### config.mk
export PLATFORM = sky130hd
export DESIGN_NAME = pp_comment_strip
export DESIGN_NICKNAME = d
export VERILOG_FILES = /design/src/rtl/pp_strip_pkg.sv /design/src/rtl/pp_byte_reg.sv /design/src/rtl/pp_comment_strip.sv
export SDC_FILE = /design/constraint.sdc
export NUM_CORES = 1
export LEC_CHECK = 0
export ABC_AREA = 1
export CAP_MARGIN = 25
export CORE_ASPECT_RATIO = 0.7
export CORE_MARGIN = 2
export CORE_UTILIZATION = 54
export DETAILED_ROUTE_END_ITERATION = 7
export HOLD_SLACK_MARGIN = 0.1
export PLACE_DENSITY_LB_ADDON = 0.15
export SLEW_MARGIN = 20
export SYNTH_ARGS = -nofsm -noshare
export SYNTH_HDL_FRONTEND = slang
export SYNTH_SLANG_ARGS = --single-unit
export TNS_END_PERCENT = 1
### constraint.sdc
create_clock -name clk -period 3.07 [get_ports clk]
set_clock_uncertainty 0.05 [all_clocks]
set_input_delay 0.614 -clock clk [delete_from_list [all_inputs] [get_ports clk]]
set_output_delay 0.614 -clock clk [all_outputs]
set_load 0.03 [all_outputs]
### src/rtl/pp_strip_pkg.sv
// pp_strip_pkg: shared definitions for the preprocessor comment stripper.
//   - state_e   : scanner states (plain code, pending '/', line comment,
//                 block comment, block comment after '*', string, string escape)
//   - CH_*      : ASCII constants the scanner reacts to
//   - CNT_W_DEF : default width of the stripped-byte counter
package pp_strip_pkg;

  localparam int CNT_W_DEF = 16;

  localparam logic [7:0] CH_SLASH  = 8'h2F;
  localparam logic [7:0] CH_STAR   = 8'h2A;
  localparam logic [7:0] CH_QUOTE  = 8'h22;
  localparam logic [7:0] CH_BSLASH = 8'h5C;
  localparam logic [7:0] CH_NL     = 8'h0A;
  localparam logic [7:0] CH_SPACE  = 8'h20;

  typedef enum logic [2:0] {
    NORM,
    SLASH,
    LINE,
    BLK,
    BLK_STAR,
    STR,
    STR_ESC
  } state_e;

endpackage

### src/rtl/pp_byte_reg.sv
// pp_byte_reg: one-entry output register with valid/ready stall handling.
// Ports:
//   clk, rst      : clock, asynchronous active-high reset
//   ld_i          : load a new byte (only asserted when can_ld_o is high)
//   ld_data_i     : byte to load
//   ld_last_i     : last-of-stream flag to load
//   can_ld_o      : register is empty or is being drained this cycle
//   out_valid_o   : output byte valid
//   out_ready_i   : downstream accepts the byte
//   out_data_o    : output byte
//   out_last_o    : output last flag
module pp_byte_reg (
  input  logic       clk,
  input  logic       rst,
  input  logic       ld_i,
  input  logic [7:0] ld_data_i,
  input  logic       ld_last_i,
  output logic       can_ld_o,
  output logic       out_valid_o,
  input  logic       out_ready_i,
  output logic [7:0] out_data_o,
  output logic       out_last_o
);

  logic       out_valid_q;
  logic [7:0] out_data_q;
  logic       out_last_q;

  assign can_ld_o    = !out_valid_q || out_ready_i;
  assign out_valid_o = out_valid_q;
  assign out_data_o  = out_data_q;
  assign out_last_o  = out_last_q;

  // Data and last only change on a load, and loads only happen when the
  // register is empty or draining, so the byte holds steady while stalled.
  always_ff @(posedge clk or posedge rst) begin
    if (rst) begin
      out_valid_q <= 1'b0;
      out_data_q  <= 8'h00;
      out_last_q  <= 1'b0;
    end else if (ld_i) begin
      // NOTE: sequential state uses non-blocking assignments so every
      // register samples the pre-edge values, independent of block order.
      out_valid_q <= 1'b1;
      out_data_q  <= ld_data_i;
      out_last_q  <= ld_last_i;
    end else if (out_ready_i) begin
      out_valid_q <= 1'b0;
    end
  end

endmodule

### src/rtl/pp_comment_strip.sv
// pp_comment_strip: removes C/C++ comments from a byte stream feeding a
// macro-define capture. Line comments vanish up to (not including) the
// newline; block comments collapse to one space; string literals pass as-is.
// Ports:
//   clk, rst             : clock, asynchronous active-high reset
//   in_valid/in_ready    : input handshake
//   in_data, in_last     : source byte and end-of-stream marker
//   out_valid/out_ready  : output handshake
//   out_data, out_last   : stripped byte and end-of-stream marker
//   strip_cnt            : saturating count of dropped bytes
//   unterm_err           : sticky, stream ended inside a block comment
module pp_comment_strip
  import pp_strip_pkg::*;
#(
  parameter int CNT_W = CNT_W_DEF
) (
  input  logic             clk,
  input  logic             rst,
  input  logic             in_valid,
  output logic             in_ready,
  input  logic [7:0]       in_data,
  input  logic             in_last,
  output logic             out_valid,
  input  logic             out_ready,
  output logic [7:0]       out_data,
  output logic             out_last,
  output logic [CNT_W-1:0] strip_cnt,
  output logic             unterm_err
);

  state_e           state_q, state_d;
  logic             replay_v_q;
  logic [7:0]       replay_data_q;
  logic             replay_last_q;
  logic [CNT_W-1:0] strip_cnt_q, cnt_d;
  logic             unterm_err_q;

  logic       can_ld, proc_en;
  logic [7:0] cur_byte;
  logic       cur_last;
  logic       emit, emit_last, replay_ld, err_set;
  logic [7:0] emit_data;
  logic [1:0] cnt_inc;
  logic [CNT_W:0] cnt_sum;

  // A held replay byte takes priority over new input; it is consumed as soon
  // as the output register can take whatever it produces.
  assign in_ready = !rst && !replay_v_q && can_ld;
  assign proc_en  = replay_v_q ? can_ld : (in_valid && in_ready);
  assign cur_byte = replay_v_q ? replay_data_q : in_data;
  assign cur_last = replay_v_q ? replay_last_q : in_last;

  always_comb begin
    // NOTE: every output of this block gets a default first, so no path
    // leaves a signal unassigned and no latch is inferred.
    state_d   = state_q;
    emit      = 1'b0;
    emit_data = cur_byte;
    emit_last = cur_last;
    replay_ld = 1'b0;
    cnt_inc   = 2'd0;
    err_set   = 1'b0;
    unique case (state_q)
      NORM: begin
        if (cur_byte == CH_SLASH) begin
          // A trailing '/' cannot start a comment; flush it as the last byte.
          if (cur_last) emit = 1'b1;
          else          state_d = SLASH;
        end else begin
          emit = 1'b1;
          if (cur_byte == CH_QUOTE && !cur_last) state_d = STR;
        end
      end
      SLASH: begin
        if (cur_byte == CH_SLASH) begin
          cnt_inc = 2'd2;
          state_d = NORM;
          if (cur_last) begin
            emit      = 1'b1;
            emit_data = CH_NL;
          end else begin
            state_d = LINE;
          end
        end else if (cur_byte == CH_STAR) begin
          cnt_inc = 2'd2;
          emit    = 1'b1;
          if (cur_last) begin
            emit_data = CH_NL;
            err_set   = 1'b1;
            state_d   = NORM;
          end else begin
            emit_data = CH_SPACE;
            state_d   = BLK;
          end
        end else begin
          // Not a comment: release the held '/' now and re-run this byte
          // (with its own last flag) through NORM next cycle.
          emit      = 1'b1;
          emit_data = CH_SLASH;
          emit_last = 1'b0;
          replay_ld = 1'b1;
          state_d   = NORM;
        end
      end
      LINE: begin
        if (cur_byte == CH_NL) begin
          emit    = 1'b1;
          state_d = NORM;
        end else begin
          cnt_inc = 2'd1;
          if (cur_last) begin
            emit      = 1'b1;
            emit_data = CH_NL;
            state_d   = NORM;
          end
        end
      end
      BLK, BLK_STAR: begin
        cnt_inc = 2'd1;
        if (cur_last) begin
          emit      = 1'b1;
          emit_data = CH_NL;
          state_d   = NORM;
          err_set   = !(state_q == BLK_STAR && cur_byte == CH_SLASH);
        end else if (cur_byte == CH_STAR) begin
          state_d = BLK_STAR;
        end else if (state_q == BLK_STAR && cur_byte == CH_SLASH) begin
          state_d = NORM;
        end else begin
          state_d = BLK;
        end
      end
      STR: begin
        emit = 1'b1;
        if (cur_last)                    state_d = NORM;
        else if (cur_byte == CH_BSLASH)  state_d = STR_ESC;
        else if (cur_byte == CH_QUOTE)   state_d = NORM;
      end
      STR_ESC: begin
        emit    = 1'b1;
        state_d = cur_last ? NORM : STR;
      end
      default: state_d = NORM;
    endcase
  end

  // Saturating add: one extra bit catches the overflow.
  assign cnt_sum = {1'b0, strip_cnt_q} + {{(CNT_W-1){1'b0}}, cnt_inc};
  assign cnt_d   = cnt_sum[CNT_W] ? {CNT_W{1'b1}} : cnt_sum[CNT_W-1:0];

  always_ff @(posedge clk or posedge rst) begin
    if (rst) begin
      state_q       <= NORM;
      replay_v_q    <= 1'b0;
      replay_data_q <= 8'h00;
      replay_last_q <= 1'b0;
      strip_cnt_q   <= '0;
      unterm_err_q  <= 1'b0;
    end else if (proc_en) begin
      state_q     <= state_d;
      strip_cnt_q <= cnt_d;
      if (err_set) unterm_err_q <= 1'b1;
      if (replay_ld) begin
        replay_v_q    <= 1'b1;
        replay_data_q <= cur_byte;
        replay_last_q <= cur_last;
      end else if (replay_v_q) begin
        replay_v_q <= 1'b0;
      end
    end
  end

  assign strip_cnt  = strip_cnt_q;
  assign unterm_err = unterm_err_q;

  pp_byte_reg u_byte_reg (
    .clk         (clk),
    .rst         (rst),
    .ld_i        (proc_en && emit),
    .ld_data_i   (emit_data),
    .ld_last_i   (emit_last),
    .can_ld_o    (can_ld),
    .out_valid_o (out_valid),
    .out_ready_i (out_ready),
    .out_data_o  (out_data),
    .out_last_o  (out_last)
  );

endmodule

== Yosys cells after proc, flatten, opt, wreduce, memory -nomap -nowiden ==
Cells that the tools add are included.

* Flip-flop bits (word level): 40
* Logic and storage cells: 93
* Output and inout port bits: 28
* Bits of input ports: 13

* Add/sub/neg operators: 1
* Reductions and logical operators: 20
* Eq/ne operators: 15
* Multiplexer cells: 48

{| class="wikitable"
|+ Operators by type and width
! cell !! count
|-
| $mux W8 || 5
|-
| $mux W3 || 13
|-
| $eq A8 B6 Y1 const B || 3
|-
| $pmux W8 S3 || 1
|-
| $mux W1 || 18
|-
| $pmux W3 S6 || 1
|-
| $add A16 B2 Y17 || 1
|-
| $mux W16 || 1
|-
| $mux W2 || 5
|-
| $eq A3 B3 Y1 const B || 3
|-
| $ne A3 B3 Y1 const B || 3
|-
| $eq A8 B4 Y1 const B || 1
|-
| $eq A8 B7 Y1 const B || 1
|-
| $eq A3 B2 Y1 const B || 2
|-
| $logic_and A1 B1 Y1 || 6
|-
| $mux W6 || 1
|-
| $pmux W2 S3 || 1
|-
| $reduce_or A2 Y1 || 3
|-
| $logic_not A1 Y1 || 5
|-
| $reduce_and A5 Y1 || 1
|-
| $ne A4 B4 Y1 const B || 1
|-
| $pmux W1 S4 || 1
|-
| $reduce_and A2 Y1 || 2
|-
| $eq A3 B1 Y1 const B || 1
|-
| other kinds (4) || 4
|}

== Depth between registers and ports, before layout ==
* Word-level depth: 7
* Gate-level depth with buffers: 21
* Mapped depth without buffers: 19

== Modules after synthesis ==
A second synthesis with hierarchy kept.

* Cell total of the unflattened synthesis: 379
* Area, all modules: 2,782.7 um^2

{| class="wikitable"
|+ Modules (own cells, without submodules)
! module !! area each (um^2) !! instances !! sequential area each (um^2) !! cells an instance
|-
| pp_comment_strip || 2,401.1 || 1 || 750.7 || 336
|-
| pp_byte_reg || 381.6 || 1 || 250.2 || 43
|}

== Worst setup path after synthesis ==
OpenSTA, ideal clock, no wires.

* Kind: input-to-reg
* From: in rst
* To: reg strip_cnt_q[13], in the netlist strip_cnt[13]
* Buffers on the path: 0
* Setup slack: 244 ps
* Setup time: 128 ps
* Required time: 2,892 ps
* Arrival time: 2,648 ps
* Cell stages on the path: 10
* Cells stage by stage: inv_1 -> nand2_1 -> a21oi_4 -> nand2_1 -> inv_1 -> nand4_1 -> inv_1 -> nand2_1 -> nand2_1 -> nand3_1

* Longest elaborated chain between the ends: 5

{| class="wikitable"
|+ RTL lines
! what !! line !! RTL
|-
| from (decl) || pp_comment_strip.sv:18 || <nowiki>input logic rst,</nowiki>
|-
| $logic_not A1 Y1 (no source line) || n/a ||
|-
| $logic_and A1 B1 Y1 (2 in series) || pp_comment_strip.sv:48 || <nowiki>assign in_ready = !rst && !replay_v_q && can_ld;</nowiki>
|-
| $logic_and A1 B1 Y1 || pp_comment_strip.sv:49 || <nowiki>assign proc_en = replay_v_q ? can_ld : (in_valid && in_ready);</nowiki>
|-
| $mux W1 || pp_comment_strip.sv:49 ||
|-
| to (signal assigned) || pp_comment_strip.sv:161 || <nowiki>strip_cnt_q <= cnt_d;</nowiki>
|-
| to (decl) || pp_comment_strip.sv:35 || <nowiki>logic [CNT_W-1:0] strip_cnt_q, cnt_d;</nowiki>
|}

No other way between the ends.
A chain may end at the register's enable or synchronous reset.

== Worst setup path after layout ==
* From: in in_data[7]
* To: reg strip_cnt_q[10], in the netlist strip_cnt[10]

* Longest elaborated chain between the ends: 7
* Elaborated cells between the ends (all ways): 10
* Classes of those cells: add/sub (1); eq/ne (3); mux (6)

{| class="wikitable"
|+ RTL lines
! what !! line !! RTL
|-
| from (decl) || pp_comment_strip.sv:21 || <nowiki>input logic [7:0] in_data,</nowiki>
|-
| $mux W8 * || pp_comment_strip.sv:50 || <nowiki>assign cur_byte = replay_v_q ? replay_data_q : in_data;</nowiki>
|-
| $eq A8 B6 Y1 || pp_comment_strip.sv:84 || <nowiki>end else if (cur_byte == CH_STAR) begin</nowiki>
|-
| $mux W2 || pp_comment_strip.sv:84 ||
|-
| $mux W2 || pp_comment_strip.sv:75 || <nowiki>if (cur_byte == CH_SLASH) begin</nowiki>
|-
| $pmux W2 S3 * || pp_comment_strip.sv:63 || <nowiki>unique case (state_q)</nowiki>
|-
| $add A16 B2 Y17 * || pp_comment_strip.sv:148 || <nowiki>assign cnt_sum = {1'b0, strip_cnt_q} + {{(CNT_W-1){1'b0}}, cnt_inc};</nowiki>
|-
| $mux W16 * || pp_comment_strip.sv:149 || <nowiki>assign cnt_d = cnt_sum[CNT_W] ? {CNT_W{1'b1}} : cnt_sum[CNT_W-1:0];</nowiki>
|}

Mark *: on every way between the ends. The rest lies on a longest branch, timed or not.

==> impl_metrics.py <==
metrics = {
    "outcome": {
        "status": "finished, final reports clean",
    },
    "detailed_routing": {
        "vias_per_cell": 5.34,
        "wire_per_inst_um": 14.1,
        "drt_iter0_markers": 318,
        "drt-total-wl_um": 7390,
        "firstDrtPassIters": 5,
        "antenna_left": 0,
        "drc": 0,
        "num_vias": 2802,
    },
    "pwr": {
        "leakage_nw": 1.79,
        "clock_power_share": 0.118,
        "peakVddDrop_uv": 548,
        "pwr-share-seq": 0.292,
        "pwr-share-comb": 0.590,
        "internal_power_w": 0.00151,
        "p_per_area_nw_per_um2": 831,
        "switching_share": 0.483,
        "p_sw_w": 0.00141,
    },
    "placement": {
        "dp_hpwl_um": 5320,
        "portBuffers": 40,
        "placed_area_um2": 3290,
        "gp_congestion": 0.955,
    },
    "global_route": {
        "grt_pass1_wl_um": 11500,
        "grt_overflow": 0,
        "grt_pass1_vias": 2316,
        "grt_max_degree": 41,
        "antenna_found_initial": 0,
        "grtUsageTotal": 0.272,
    },
    "setup_path": {
        "cp_data_arrival_time_ps": 3150,
        "start_kind": "primary input",
        "crit_start": "in_data[7]",
        "cp_max_fo": 6,
        "crit_chain": "clkdlybuf4s50_1, inv_1, nand2_1, nand2_2, nand2_4, nor2_2, nand2_2, nand2_2, nand2_2, ha_4, inv_1, fa_2, nor3_4, nand4_1, inv_1, nand4_1, buf_4, nand3_1",
        "cp.required_ps": 3260,
        "crit_top_cell": "nand2_2",
        "r2r_start": "replay_v_q",
        "crit_slowest_cell": "clkdlybuf4s50_1",
        "endpoint_kind": "flop",
        "slowest_delay_ps": 450,
        "critPathKind": "primary input to flop",
    },
    "floorplanning": {
        "initial_core_util": 0.552,
        "die_h_um": 62.2,
        "dieArea_um2": 5420,
        "core-area_um2": 4730,
        "die_w_um": 87.1,
        "num_io_pins": 41,
        "num_rows": 21,
    },
    "clock_tree": {
        "clockBufferDepth": 2,
        "hold_buffers": 0,
        "clk_pin_slew_ps": 80,
        "numCtsBuffers": 5,
        "clock_latency_ps": 300,
        "root_buffer": "clkbuf_8",
        "htreeDepth": 2,
        "cts_tree": "built",
        "cts.sinks": 40,
    },
    "synth": {
        "synthCells": 388,
        "synth_area_leaders": "dfrtp_1, nand2_1, nand3_1",
        "avgSynthCellArea_um2": 6.73,
        "yosys_register_bits": 40,
        "synth.distinct_cells": 34,
        "synth_largest_area_cell": "dfrtp_1",
        "synth_ff_type": "dfrtp_1",
        "yosys_warnings": 0,
        "netlist.area_leader.share": 0.383,
        "synth_fp_nets": 404,
        "synthTopCellsByCount": "nand2_1, inv_1, dfrtp_1",
        "synthArstFlopShare": 1.00,
        "syn-cell-area_um2": 2610,
        "yosysSeqAreaShare": 0.383,
        "synth-edff-count": 0,
        "yosysMostFrequentCell": "nand2_1",
    },
    "cells_and_area": {
        "multi_input_comb_area_um2": 1460,
        "syn_to_final_growth_pct": 34.6,
        "final_layout_size_suffix_gt1_frac": 0.179,
        "regArea_um2": 1000,
        "fin_area_um2": 3510,
        "fin_nets": 484,
        "nFillCells": 367,
        "diodes": 0,
    },
    "timing": {
        "tightest_slew_ps": 511,
        "rsz0062_at_grt": "no",
        "setup_viol": 0,
        "max_slew_margin": 0.659,
        "slew_viol_final": 0,
        "period_share": 0.965,
        "period_needed_ps": 2960,
        "fin_worst_hold_slack_ps": 415,
        "fmax_mhz": 338,
        "finalHoldViolCount": 0,
    },
    "hold_path": {
        "hold_path.class": "flop to flop",
        "hp-start": "unterm_err",
    },
    "job": {
        "drv_cap": 0,
    },
}
## cells in the final DEF (no fill, tap or decap), types with 2 or more instances in the layout
cell / instances
a21oi_1: 5
buf_4: 38
clkbuf_8: 5
clkdlybuf4s50_1: 37
dfrtp_1: 39
dlymetal6s2s_1: 3
inv_1: 40
inv_2: 3
nand2_1: 145
nand2_2: 15
nand3_1: 37
nand4_1: 6
nor2_1: 23
nor2_2: 2
nor2_4: 4
nor3_1: 7
o211ai_1: 3
o21ai_0: 27
o21ai_1: 4
xnor2_1: 2
## worst max-delay path, delay by kind of cell
family	cells	cell delay [ps]
adders and majority gates	2	550
buffers and inverters	5	850
and+or+nand+nor	11	1130
## area by class of cell
type,instances,share of cell area
multi-input cells,295,0.414
flip-flops and latches,40,0.285
repair buffers,80,0.206
clock inverters,2,0.00356
inverters,46,0.0513
well taps,57,0.0203
clock buffers,5,0.0196
## what timing repair did
action | 4_1_cts | 5_1_grt
setup endpoints to repair | 0 | 16
buffers inserted | 0 | 6
resized for setup | 0 | 33
## path summary, 6_finish.rpt
path	end	slack (ps)	cells after the start
setup reg to reg	strip_cnt[10]	220	17
max in group asynchronous	replay_v_q	1830	3
min in group asynchronous	strip_cnt[10]	760	3
hold reg to reg	unterm_err	410	1
hold / removal	unterm_err	410	1
setup / recovery	strip_cnt[10]	110	18
## power by group through the flow
stage / clock network [W] / registers (W) / logic, W
after floorplan: 0 / 0.000988 / 0.000895
after global placement: 0 / 0.000852 / 0.00161
after detailed placement: 0 / 0.000852 / 0.00163
after CTS: 0.000346 / 0.000847 / 0.00164
after global routing: 0.000374 / 0.000875 / 0.00190
final: 0.000345 / 0.000853 / 0.00172
## layer usage
layer / vias up / wire [um] / GRT usage
met2: 122 / 2940 / 0.331
met1: 1286 / 3780 / 0.468
met3: 4 / 634 / 0.0572
met5: - / 0 / 0
li1: 1390 / - / -
met4: 0 / 38 / 0.0750
## cell families after synthesis
kind of cell	Yosys count	share of synthesized area
xor+xnor	3	0.0101
flops	40	0.383
simple gates	247	0.408
fa+ha+maj	3	0.0172
compound gates	42	0.0910
buf+inv	53	0.0901
## metrics by stage
step                TNS, ps  total power (W)  cells  setup WS [ps]   util
floorplan                 0          0.00188    388            244      -
global placement      -2160          0.00246    511           -168  0.695
detailed placement    -3110          0.00248    511           -241  0.695
CTS                       0          0.00283    518           53.9  0.712
global route              0          0.00314    525         0.0453  0.743
finish                    0          0.00292    525            107  0.743
## registers in the layout, summed over array words and instances (netlist names)
| register | cells |
|---|---|
| strip_cnt | 16 |
| state_q | 3 |
| replay_v_q | 1 |
| u_byte_reg.out_last_o | 1 |
| replay_last_q | 1 |
| unterm_err | 1 |
| replay_data_q | 8 |
| u_byte_reg.out_data_o | 8 |
| u_byte_reg.out_valid_o | 1 |
Note: power is estimated with default switching activity, not from simulation.
